===== src/rtl/block_buffer_pp_if.sv =====
// Write-side and read-side handshake bundle for the ping-pong block buffer.
// The master is the pixel source and consumer pair. The slave is the buffer.
interface block_buffer_pp_if #(
   parameter int W    = 8,
   parameter int BLK  = 4,
   parameter int LOGN = 4
);
   logic                  WR;
   logic [LOGN-1:0]       ADDR_W;
   logic [W-1:0]          DATA_W;
   logic                  AUTO;
   logic                  LAST;
   logic                  WR_READY;
   logic                  OUT_VALID;
   logic                  OUT_READY;
   logic [W*BLK*BLK-1:0]  data_out;

   modport master (
      output WR, ADDR_W, DATA_W, AUTO, LAST, OUT_READY,
      input  WR_READY, OUT_VALID, data_out
   );

   modport slave (
      input  WR, ADDR_W, DATA_W, AUTO, LAST, OUT_READY,
      output WR_READY, OUT_VALID, data_out
   );
endinterface


===== src/rtl/block_buffer_pp.sv =====
// Ping-pong buffer of two BLK x BLK pixel banks. One bank is filled by the
// upstream source while the other is presented flat to the transform stage.
module block_buffer_pp #(
   parameter int W    = 8,
   parameter int BLK  = 4,
   parameter int LOGN = 4
) (
   input logic              CLK,
   input logic              RST,
   block_buffer_pp_if.slave bus
);
   localparam int N = BLK * BLK;
   localparam logic [LOGN:0] N_C        = (LOGN+1)'(N);
   localparam logic [LOGN:0] LAST_IDX_C = (LOGN+1)'(N - 1);

   logic [W-1:0]  bank_r [2][N];
   logic [1:0]    full_r;
   logic          wr_sel_r;
   logic          rd_sel_r;
   logic [LOGN:0] wr_cnt_r;

   logic          accept_s;
   logic          commit_s;
   logic          release_s;
   logic [LOGN:0] addr_s;
   logic [LOGN:0] cnt_inc_s;

   // Handshake decode. The address carries an extra bit so a counter value of N cannot alias element 0.
   always_comb begin
      accept_s = bus.WR && !full_r[wr_sel_r];
      if (bus.AUTO) begin
         addr_s = wr_cnt_r;
      end else begin
         addr_s = {1'b0, bus.ADDR_W};
      end
      if (wr_cnt_r == N_C) begin
         cnt_inc_s = N_C;
      end else begin
         cnt_inc_s = wr_cnt_r + (LOGN+1)'(1);
      end
      commit_s  = accept_s && (bus.LAST || (bus.AUTO && (wr_cnt_r == LAST_IDX_C)));
      release_s = full_r[rd_sel_r] && bus.OUT_READY;
   end

   // Bank occupancy, pointer and write-count state.
   always_ff @(posedge CLK) begin
      if (RST) begin
         full_r   <= 2'b00;
         wr_sel_r <= 1'b0;
         rd_sel_r <= 1'b0;
         wr_cnt_r <= {(LOGN+1){1'b0}};
      end else begin
         if (commit_s) begin
            full_r[wr_sel_r] <= 1'b1;
            wr_sel_r         <= ~wr_sel_r;
            wr_cnt_r         <= {(LOGN+1){1'b0}};
         end else if (accept_s) begin
            wr_cnt_r <= cnt_inc_s;
         end
         // A commit needs an empty write bank and a release needs a full read bank, so both can act in one cycle.
         if (release_s) begin
            full_r[rd_sel_r] <= 1'b0;
            rd_sel_r         <= ~rd_sel_r;
         end
      end
   end

   // Pixel storage. Out-of-range addresses match no element, which discards the data.
   always_ff @(posedge CLK) begin
      for (int b = 0; b < 2; b++) begin
         for (int e = 0; e < N; e++) begin
            if (RST) begin
               bank_r[b][e] <= {W{1'b0}};
            end else if (accept_s && (wr_sel_r == b[0]) && (addr_s == (LOGN+1)'(e))) begin
               bank_r[b][e] <= bus.DATA_W;
            end
         end
      end
   end

   // Read-bank flattening. Element 0 is placed in the MSBs.
   always_comb begin
      bus.data_out = {(W*N){1'b0}};
      for (int e = 0; e < N; e++) begin
         bus.data_out[(N-1-e)*W +: W] = bank_r[rd_sel_r][e];
      end
   end

   assign bus.WR_READY  = !full_r[wr_sel_r];
   assign bus.OUT_VALID = full_r[rd_sel_r];
endmodule


===== src/flat_wrapper.sv =====
// flat-port wrapper written by rule: the top's interface ports become plain ports
module block_buffer_pp_flat 
#(
   parameter int W    = 8,
   parameter int BLK  = 4,
   parameter int LOGN = 4
)
  (CLK, RST, bus_WR, bus_ADDR_W, bus_DATA_W, bus_AUTO, bus_LAST, bus_OUT_READY, bus_WR_READY, bus_OUT_VALID, bus_data_out);
  block_buffer_pp_if #(.W(W), .BLK(BLK), .LOGN(LOGN)) bus_i ();
  input logic CLK;
  input logic RST;
  input wire logic [$bits(bus_i.WR)-1:0] bus_WR;
  input wire logic [$bits(bus_i.ADDR_W)-1:0] bus_ADDR_W;
  input wire logic [$bits(bus_i.DATA_W)-1:0] bus_DATA_W;
  input wire logic [$bits(bus_i.AUTO)-1:0] bus_AUTO;
  input wire logic [$bits(bus_i.LAST)-1:0] bus_LAST;
  input wire logic [$bits(bus_i.OUT_READY)-1:0] bus_OUT_READY;
  output wire logic [$bits(bus_i.WR_READY)-1:0] bus_WR_READY;
  output wire logic [$bits(bus_i.OUT_VALID)-1:0] bus_OUT_VALID;
  output wire logic [$bits(bus_i.data_out)-1:0] bus_data_out;
  assign bus_i.WR = bus_WR;
  assign bus_i.ADDR_W = bus_ADDR_W;
  assign bus_i.DATA_W = bus_DATA_W;
  assign bus_i.AUTO = bus_AUTO;
  assign bus_i.LAST = bus_LAST;
  assign bus_i.OUT_READY = bus_OUT_READY;
  assign bus_WR_READY = bus_i.WR_READY;
  assign bus_OUT_VALID = bus_i.OUT_VALID;
  assign bus_data_out = bus_i.data_out;
  block_buffer_pp #(.W(W), .BLK(BLK), .LOGN(LOGN)) u_core (.CLK(CLK), .RST(RST), .bus(bus_i));
endmodule

===== config.mk =====
export PLATFORM = sky130hd
export DESIGN_NAME = block_buffer_pp_flat
export DESIGN_NICKNAME = d
export VERILOG_FILES = /design/src/rtl/block_buffer_pp_if.sv /design/src/rtl/block_buffer_pp.sv /design/src/flat_wrapper.sv
export SDC_FILE = /design/constraint.sdc
export NUM_CORES = 1
export LEC_CHECK = 0
export ABC_AREA = 1
export BUFFER_PORTS_ARGS = -buffer_cell sky130_fd_sc_hd__buf_2
export CAP_MARGIN = 20
export CORE_ASPECT_RATIO = 0.5
export CORE_UTILIZATION = 58
export DETAILED_ROUTE_END_ITERATION = 10
export PLACE_DENSITY = 0.8
export SLEW_MARGIN = 20
export SYNTH_ARGS = -nofsm -noshare
export SYNTH_HDL_FRONTEND = slang
export SYNTH_SLANG_ARGS = --single-unit

===== constraint.sdc =====
create_clock -name CLK -period 2.45 [get_ports CLK]
set_input_delay 0.6125 -clock CLK [delete_from_list [all_inputs] [get_ports CLK]]
set_output_delay 0.6125 -clock CLK [all_outputs]
set_load 0.005 [all_outputs]

==> metrics.cfg, run 1 <==
[global_route]
grt_pass1_wl_um = 39600
antenna_found_initial = 1
grt_max_degree = 41
grt_pass1_vias = 7219
grt_usage = 0.254
grt-ovfl-total = 0

[worst_setup_path]
crit-reg2reg-capture = u_core.bank_r[0][1]
arrival_ns = 1.78
path_delay_family = flip-flops
r2r_start = u_core.wr_cnt_r[2]
worst-setup-path-type = flop to output pin
slowest_delay_ns = 0.49
r2r_slack_ns = 0.57
crit_fanout = 12
worst_setup_path_end_kind = output pin
slowest_stage = dfxtp_4
path_cells = buf_4 > mux2_2 > buf_2
cp.buffers_inverters = 2
start_kind = flop
rr_worst_depth = 6
cp_data_required_time_ns = 1.84

[finish]
n_antenna_cell = 0
areaGrowthSynthToFinish_pct = 15.5
layout_commonest_cell = nor2_1
multi_input_area_sq_um = 3580
final_nets = 1080
most-common-layout-cells = nor2_1 (260), edfxtp_1 (256), buf_2 (147)
drive_gt1_frac = 0.347
fill_cells = 1370
layout.area.seq_sq_um = 7890

[routing]
viasPerCell = 5.67
drtIter0Drc = 643
route.detailed.drc = 0
routedWlPerCell_um = 19.9
via_count = 7592
first_pass_iters = 7
antenna_left = 0
routed_wl_um = 26700

[timing]
max_clock_freq_mhz = 418
clock_skew_ns = 0.0107
report.final.slew_viol_count = 0
hold_violations = 0
period_share = 0.976
rsz0062_at_grt = false
fin_crit_ns = 2.39
relSlewSlack = 0.626
worstMarginPinSlew_ns = 0.562
setup_viol = 0
setup_tns_ns = 0

[power]
p_sw_frac = 0.228
comb_power_share = 0.101
p_int_mw = 7.50
seq_power_share = 0.539
p_per_area_nw_per_um2 = 709
power_leakage_nw = 5.56
switchingPower_mw = 2.21
total_power_mw = 9.72
pwr-share-clk = 0.361
ir_drop_mv = 0.459

[clocking]
path_clk_slew_ns = 0.06
insertion_delay_ns = 0.50
cts_inserted_buffers = 23
cts-root-buf = clkbuf_16
cts_num_sinks = 266
clk_path_buf_depth = 3
cts_tree = yes
htree_levels = 1

[die]
coreArea_sq_um = 19700
ios = 148
die_h_um = 103
start_util = 0.601
dieWidth_um = 204
fp.dieArea_sq_um = 21100
rows = 36

[worst_hold_path]
min_path_cells = 2
min_path_type = input pin to flop
hold_start = RST
holdPathEnd = u_core.wr_sel_r

[logic_synthesis]
syn_avg_cell_area_sq_um = 13.0
syn_area_sq_um = 11900
yosys_warnings = 0
synth_fp_nets = 936
ys_types = 25
ys_seq_elements = 266
ys_seq_area_frac = 0.665
syn_inst = 915

[run_status]
outcome = finished clean

[placed_design]
routabilityCongestion = 0.834
dp.final_hpwl_um = 16900
port_buffers = 147

[run]
cap_violations = 0

-- sequential cells by signal, summed over array words and instances (netlist names), named ones only --
signal and count:
u_core.bank_r 256, u_core.full_r 2, u_core.rd_sel_r 1, u_core.wr_cnt_r 5, u_core.wr_sel_r 1
-- power groups by stage --
stage          sequential (mW)  clock (mW)  combinational, mW
6_report                  5.24        3.50              0.978
5_1_grt                   5.25        3.71               1.05
3_5_place_dp              5.34           0              0.967
3_3_place_gp              5.33           0              0.949
4_1_cts                   5.24        3.53              0.980
2_1_floorplan             5.29           0              0.594
-- worst max path at each step --
stage          startpoint              endpoint  cells past startpoint
2_1_floorplan    bus_AUTO  u_core.bank_r[0][10]                      9
3_3_place_gp     bus_AUTO  u_core.bank_r[0][28]                      8
3_5_place_dp     bus_AUTO  u_core.bank_r[0][42]                      8
5_1_grt              flop     bus_data_out[107]                      3
6_report             flop      bus_data_out[87]                      3
4_1_cts              flop      bus_data_out[87]                      3
-- routing by layer --
layer | part of all wire | track usage | vias to the layer above | routed length [um]
met5 | 0.00030 | 0 | - | 8
met4 | 0.017 | 0.0654 | 2 | 459
met3 | 0.086 | 0.0376 | 41 | 2290
met2 | 0.49 | 0.425 | 325 | 13000
met1 | 0.41 | 0.355 | 3730 | 11000
li1 | - | - | 3494 | -
-- cell usage after synthesis --
| library cell | number | share of area |
|---|---|---|
| inv_1 | 24 | 0.0076 |
| inv_4 | 1 | 0.00053 |
| ha_1 | 3 | 0.0032 |
| mux2_2 | 128 | 0.12 |
| nand2_2 | 2 | 0.0011 |
| nor2_8 | 1 | 0.0017 |
| inv_2 | 1 | 0.00032 |
| a21oi_1 | 8 | 0.0034 |
| xor2_1 | 2 | 0.0015 |
| nand3_1 | 40 | 0.017 |
| nand2_1 | 74 | 0.023 |
| buf_4 | 6 | 0.0038 |
| nor2_1 | 262 | 0.083 |
| nand4_4 | 13 | 0.023 |
| clkbuf_1 | 30 | 0.0095 |
| dfxtp_1 | 10 | 0.017 |
| nand4_1 | 14 | 0.0074 |
| o21ai_0 | 2 | 0.00084 |
| nand3_2 | 1 | 0.00084 |
| nor2_4 | 7 | 0.0066 |
| nand4_2 | 6 | 0.0063 |
| buf_1 | 2 | 0.00063 |
| edfxtp_1 | 256 | 0.65 |
| buf_6 | 5 | 0.0047 |
| buf_2 | 17 | 0.0072 |
-- cell families after synthesis --
group	synth area share
buffers and inverters	0.0343
AND/OR/NAND/NOR	0.170
multiplexers	0.122
XOR/XNOR	0.00148
adder cells (fa/ha/maj)	0.00316
flip-flops	0.665
AO/OA/AOI/OAI	0.00422
-- area by class of cell --
class                           count  area share
Sequential cell                   266       0.576
Multi-Input combinational cell    563       0.262
Timing Repair Buffer              179      0.0786
Clock buffer                       29      0.0444
Tap cell                          266      0.0243
Clock inverter                     11     0.00767
Inverter                           26     0.00740
-- per-stage QoR --
stage	instance area (sq um)	std cells	hold WS, ns	setup WS [ns]	utilization
finish	13700	1340	0.298	0.0585	0.694
global route	13700	1340	0.297	0.00276	0.694
CTS	13700	1339	0.285	0.0361	0.694
detailed placement	13000	1298	0.475	0.157	0.657
global placement	13000	1298	0.465	0.217	0.657
floorplan	11900	915	0.448	0.417	-
-- timing repair --
item                                    in CTS  in global routing
hold buffers                                 0                  0
endpoints found under the setup margin      69                  4
resized for setup                            0                  0
endpoints found under the hold margin        0                  0
buffers inserted                             1                  1
(Power assumes the default switching activity.)
==> run 2, diff against run 1 <==
Settings changed: CELL_PAD_IN_SITES_DETAIL_PLACEMENT from default to 2, CELL_PAD_IN_SITES_GLOBAL_PLACEMENT from default to 2, CORE_UTILIZATION 58 to 40, PLACE_DENSITY 0.8 to default, PLACE_DENSITY_LB_ADDON from default to 0.1, SETUP_SLACK_MARGIN from default to 0.2.
==> run 2 against run 1 <==
  * Worst hold slack lost 0.015 ns
  * Worst setup slack gained 0.0068 ns
  * Die area grew 44%
  * Sequential cell count is the same
  * Sequential power is essentially flat
  * Count of clock-buffer cells in the layout is the same
  * Via count grew 2.3%
  * Non-clock buffer count grew 5
  * Clock power grew 16%
  * Critical endpoint is now bus_data_out[102]
  * Largest power group unchanged
==> metrics.cfg, run 2 (synthesis results as in run 1) <==
[run_status]
outcome = finished clean  ; unchanged

[power]
p_per_area_nw_per_um2 = 723  ; was 709 nW/um^2
total_power_mw = 10.5  ; was 9.72 mW
power_leakage_nw = 5.80  ; was 5.56 nW
ir_drop_mv = 0.471  ; was 0.459 mV

[placed_design]
placed_cells = 1421  ; was 1298
port_buffers = 147  ; unchanged
dp_slack_ns = 0.00120  ; was 0.157 ns
routabilityCongestion = 0.768  ; was 0.834
dp.final_hpwl_um = 21800  ; was 16900 um

[clocking]
htree_levels = 1  ; unchanged
insertion_delay_ns = 0.54  ; was 0.50 ns
cts_hold_buf = 0  ; unchanged
cts_num_sinks = 266  ; unchanged
clk_path_buf_depth = 3  ; unchanged
cts_tree = yes  ; unchanged
cts_inserted_buffers = 25  ; was 23
cts-root-buf = clkbuf_16  ; unchanged
path_clk_slew_ns = 0.07  ; was 0.06 ns

[timing]
relSlewSlack = 0.606  ; was 0.626
layout_setup_ws_ns = 0.0653  ; was 0.0585 ns
report.final.slew_viol_count = 0  ; unchanged
setup_viol = 0  ; unchanged
rsz0062_at_grt = true  ; was false
period_share = 0.973  ; was 0.976
clock_skew_ns = 0.0164  ; was 0.0107 ns
max_clock_freq_mhz = 419  ; was 418 MHz
hold_violations = 0  ; unchanged
worstMarginPinSlew_ns = 0.591  ; was 0.562 ns
fin_crit_ns = 2.38  ; was 2.39 ns
setup_tns_ns = 0  ; unchanged

[routing]
via_count = 7770  ; was 7592
viasPerCell = 5.27  ; was 5.67
antenna_left = 0  ; unchanged
drtIter0Drc = 308  ; was 643
routedWlPerCell_um = 24.0  ; was 19.9 um
first_pass_iters = 4  ; was 7
route.detailed.drc = 0  ; unchanged
routed_wl_um = 35300  ; was 26700 um

[finish]
layout_commonest_cell = nor2_1  ; unchanged
largest_register_ff_count = 256  ; unchanged
most-common-layout-cells = nor2_1 (260), edfxtp_1 (256), buf_2 (123)  ; was nor2_1 (260), edfxtp_1 (256), buf_2 (147)
n_antenna_cell = 0  ; unchanged
final_nets = 1087  ; was 1080
top_regs = u_core.bank_r: 256 flops, u_core.wr_cnt_r: 5 flops, u_core.full_r: 2 flops  ; unchanged
stdcell_count = 1473  ; was 1340
regMostFlops = u_core.bank_r  ; unchanged
areaGrowthSynthToFinish_pct = 21.9  ; was 15.5%
drive_gt1_frac = 0.352  ; was 0.347

[global_route]
antenna_found_initial = 0  ; was 1
grt-ovfl-total = 0  ; unchanged
grt_max_degree = 43  ; was 41
grt_pass1_wl_um = 52200  ; was 39600 um
grt_pass1_vias = 8499  ; was 7219
grt_usage = 0.232  ; was 0.254

[worst_setup_path]
worst-setup-path-type = flop to output pin  ; unchanged
arrival_ns = 1.77  ; was 1.78 ns
start_kind = flop  ; unchanged
crit_fanout = 8  ; was 12
cp_data_required_time_ns = 1.84  ; about the same
worst_setup_path_end_kind = output pin  ; unchanged

[die]
ios = 148  ; unchanged
fp.dieArea_sq_um = 30400  ; was 21100 sq um
die_h_um = 124  ; was 103 um
start_util = 0.408  ; was 0.601
dieWidth_um = 246  ; was 204 um
rows = 44  ; was 36
coreArea_sq_um = 29100  ; was 19700 sq um

[worst_hold_path]
min_path_type = input pin to flop  ; unchanged

[run]
cap_violations = 0  ; unchanged

[run 2: cell types whose count changed in the layout (fill, tap and decap cells not counted), moves of 2 or more]
cell / before / now
clkbuf_16: 23 / 27
mux2_2: 128 / 104
clkinv_2: 3 / 1
mux2_4: 0 / 24
buf_16: 0 / 4
bufinv_16: 2 / 4
buf_2: 147 / 123
buf_12: 8 / 16
buf_6: 0 / 26
buf_4: 24 / 12
[run 2: final timing paths]
kind | from | slack (ns) | depth (start not counted) | endpoint
setup / recovery | flop | 0.07 | 4 | bus_data_out[102]
hold / removal | RST | 0.28 | 2 | u_core.wr_sel_r
setup reg to reg | u_core.wr_cnt_r[2] | 0.25 | 6 | u_core.bank_r[0][1]
hold reg to reg | u_core.wr_cnt_r[3] | 0.50 | 2 | u_core.wr_cnt_r[3]
[run 2: routing by layer]
| layer | part of all wire | vias up | track usage |
|---|---|---|---|
| li1 | - | 3519 | - |
| met1 | 0.42 | 4032 | 0.301 |
| met2 | 0.52 | 172 | 0.419 |
| met3 | 0.048 | 47 | 0.0315 |
| met4 | 0.017 | 0 | 0.0470 |
| met5 | 0 | - | 0 |
[run 2: final cells by class]
cell class | instances | area (sq um)
clock buffers | 29 | 641
multi-input cells | 563 | 3670
inverters | 26 | 101
clock inverters | 14 | 176
well taps | 391 | 489
flip-flops and latches | 266 | 7890
fillers | 2814 | 14600
repair buffers | 184 | 1490
[run 2: worst max-delay path, stage by stage, from the launching register on]
cell and delay [ns]:
dfxtp_4 0.38, buf_12 0.18, buf_12 0.15, mux2_2 0.37, buf_2 0.14
[run 2: metrics by stage]
stage	util	area, sq um	hold WS [ns]
after global routing	0.498	14500	0.277
after global placement	0.453	13200	0.478
after CTS	0.487	14200	0.269
after floorplan	-	11900	0.448
after detailed placement	0.453	13200	0.494
final	0.498	14500	0.283
[run 2: power breakdown]
part	internal [mW]	leakage, nW	switching, mW
clock	2.30	0.392	1.77
combinational	0.475	2.68	0.684
sequential	5.17	2.73	0.0763
total	7.94	5.80	2.53
[run 2: what timing repair did]
| item | in CTS | in global routing |
|---|---|---|
| endpoints found under the hold margin | 0 | 0 |
| cloned | 3 | 2 |
| setup endpoints to repair | 128 | 128 |
| pin swaps | 0 | 1 |
| resized for setup | 14 | 51 |
| buffers inserted | 4 | 0 |
==> run 3, diff against run 2 <==
Settings changed: PLACE_DENSITY from default to 0.78, PLACE_DENSITY_LB_ADDON 0.1 to default.
==> run 3 against run 2 <==
  * The flow now finishes with violations (negative setup slack)
  * Global-route usage increased by 4.6 points
  * Combinational power increased by 25%
  * Non-clock buffer count increased by 16
  * Total power increased by 1.5%
  * Count of clock-buffer cells in the layout increased by 4
  * Critical path depth increased by 1
  * Sequential power about the same
  * Largest power group unchanged
  * Highest routed layer unchanged
==> metrics.cfg, run 3 (synthesis results as in run 1) <==
[timing]
hold_violations = 0  ; unchanged
period_share = 1.00  ; was 0.973
worstMarginPinSlew_ns = 0.623  ; was 0.591 ns
setup_viol = 2  ; was 0
clock_skew_ns = 0.0283  ; was 0.0164 ns
relSlewSlack = 0.585  ; was 0.606
layout_setup_ws_ns = -0.00686  ; was 0.0653 ns
rsz0062_at_grt = true  ; unchanged
fin_crit_ns = 2.46  ; was 2.38 ns
max_clock_freq_mhz = 407  ; was 419 MHz
report.final.slew_viol_count = 0  ; unchanged

[clocking]
cts_num_sinks = 266  ; unchanged
cts_tree = yes  ; unchanged
cts_hold_buf = 0  ; unchanged
clk_path_buf_depth = 3  ; unchanged
cts-root-buf = clkbuf_16  ; unchanged
path_clk_slew_ns = 0.07  ; about the same
htree_levels = 1  ; unchanged
insertion_delay_ns = 0.56  ; was 0.54 ns
cts_inserted_buffers = 26  ; was 25

[finish]
final_nets = 1104  ; was 1087
layout_commonest_cell = nor2_1  ; unchanged
regMostFlops = u_core.bank_r  ; unchanged
stdcell_count = 1492  ; was 1473
utilization = 0.530  ; was 0.498
drive_gt1_frac = 0.359  ; was 0.352
most-common-layout-cells = nor2_1 (260), edfxtp_1 (256), mux2_4 (96)  ; was nor2_1 (260), edfxtp_1 (256), buf_2 (123)
top_regs = u_core.bank_r: 256 flops, u_core.wr_cnt_r: 5 flops, u_core.full_r: 2 flops  ; unchanged
final_area_sq_um = 15400  ; was 14500 sq um
n_antenna_cell = 0  ; unchanged
largest_register_ff_count = 256  ; unchanged
areaGrowthSynthToFinish_pct = 29.8  ; was 21.9%

[die]
ios = 148  ; unchanged
coreArea_sq_um = 29100  ; unchanged
dieWidth_um = 246  ; unchanged
rows = 44  ; unchanged
fp.dieArea_sq_um = 30400  ; unchanged
die_h_um = 124  ; unchanged
start_util = 0.408  ; unchanged

[global_route]
grt_max_degree = 41  ; was 43
grt-ovfl-total = 0  ; unchanged
antenna_found_initial = 0  ; unchanged
grt_usage = 0.279  ; was 0.232
grt_pass1_wl_um = 61000  ; was 52200 um
grt_pass1_vias = 8940  ; was 8499

[placed_design]
dp_slack_ns = 0.0647  ; was 0.00120 ns
postPlaceCellArea_sq_um = 13100  ; was 13200 sq um
routabilityCongestion = 0.769  ; was 0.768
dp.final_hpwl_um = 22100  ; was 21800 um
placed_cells = 1417  ; was 1421
port_buffers = 147  ; unchanged

[routing]
via_count = 8254  ; was 7770
drtIter0Drc = 548  ; was 308
routedWlPerCell_um = 29.1  ; was 24.0 um
routed_wl_um = 43300  ; was 35300 um
first_pass_iters = 4  ; unchanged
viasPerCell = 5.53  ; was 5.27
antenna_left = 0  ; unchanged
route.detailed.drc = 0  ; unchanged

[power]
ir_drop_mv = 0.491  ; was 0.471 mV
p_per_area_nw_per_um2 = 690  ; was 723 nW/um^2
power_leakage_nw = 6.22  ; was 5.80 nW
p_sw_frac = 0.262  ; was 0.242
comb_power_share = 0.137  ; was 0.111
seq_power_share = 0.495  ; was 0.501
switchingPower_mw = 2.79  ; was 2.53 mW
pwr-share-clk = 0.368  ; was 0.388
p_int_mw = 7.84  ; was 7.94 mW

[worst_setup_path]
cp_data_required_time_ns = 1.84  ; about the same
worst-setup-path-type = flop to output pin  ; unchanged
arrival_ns = 1.84  ; was 1.77 ns
crit_fanout = 7  ; was 8
start_kind = flop  ; unchanged
worst_setup_path_end_kind = output pin  ; unchanged

[run]
cap_violations = 0  ; unchanged

[run_status]
outcome = complete, but fails checks  ; was finished clean
violations = negative setup slack

[worst_hold_path]
min_path_type = input pin to flop  ; unchanged

-- run 3: per-layer routing --
layer  vias up  wire length [um]  part of all wire  global-route usage
met3        53              2050             0.047              0.0416
met5         -                 0                 0                   0
met1      4395             18400              0.43               0.362
met2       256             22100              0.51               0.493
li1       3550                 -                 -                   -
met4         0               792             0.018              0.0707
-- run 3: final timing paths --
path | start | end | slack (ns) | cells after the start
setup / recovery | flop | bus_data_out[66] | -0.007 | 5
hold / removal | RST | u_core.wr_sel_r | 0.25 | 2
setup reg to reg | u_core.wr_cnt_r[3] | u_core.bank_r[1][57] | 0.38 | 6
hold reg to reg | u_core.wr_sel_r | u_core.wr_sel_r | 0.49 | 2
-- run 3: power groups by stage --
stage / logic [mW] / registers (mW) / clock network [mW]
2_1_floorplan: 0.594 / 5.29 / 0
3_3_place_gp: 0.992 / 5.33 / 0
3_5_place_dp: 1.04 / 5.35 / 0
4_1_cts: 1.33 / 5.25 / 3.83
5_1_grt: 1.52 / 5.27 / 4.06
6_report: 1.45 / 5.26 / 3.91
-- run 3: per-stage QoR --
| stage | hold WS, ns | power, mW | TNS (ns) |
|---|---|---|---|
| 2_1_floorplan | 0.448 | 5.89 | 0 |
| 3_3_place_gp | 0.469 | 6.32 | 0 |
| 3_5_place_dp | 0.481 | 6.38 | 0 |
| 4_1_cts | 0.230 | 10.4 | -0.0113 |
| 5_1_grt | 0.250 | 10.8 | -0.258 |
| 6_report | 0.247 | 10.6 | -0.00692 |
-- run 3: worst max-delay path, stage by stage (launching register included) --
cell and delay [ns]:
dfxtp_4 0.36, buf_4 0.13, buf_12 0.15, buf_16 0.16, mux2_2 0.35, buf_2 0.14
-- run 3: what timing repair did --
item / in CTS / in global routing
resized for setup: 146 / 57
buffers inserted: 14 / 0
gates cloned: 11 / 4
setup endpoints to repair: 115 / 128
-- run 3: layout make-up --
| class | count | area, sq um |
|---|---|---|
| sequential | 266 | 7890 |
| fill | 2687 | 13700 |
| tap | 391 | 489 |
| inverter | 26 | 101 |
| multi-input combinational | 563 | 3940 |
| clock inverter | 13 | 65.1 |
| clock buffer | 33 | 698 |
| timing repair buffer | 200 | 2200 |
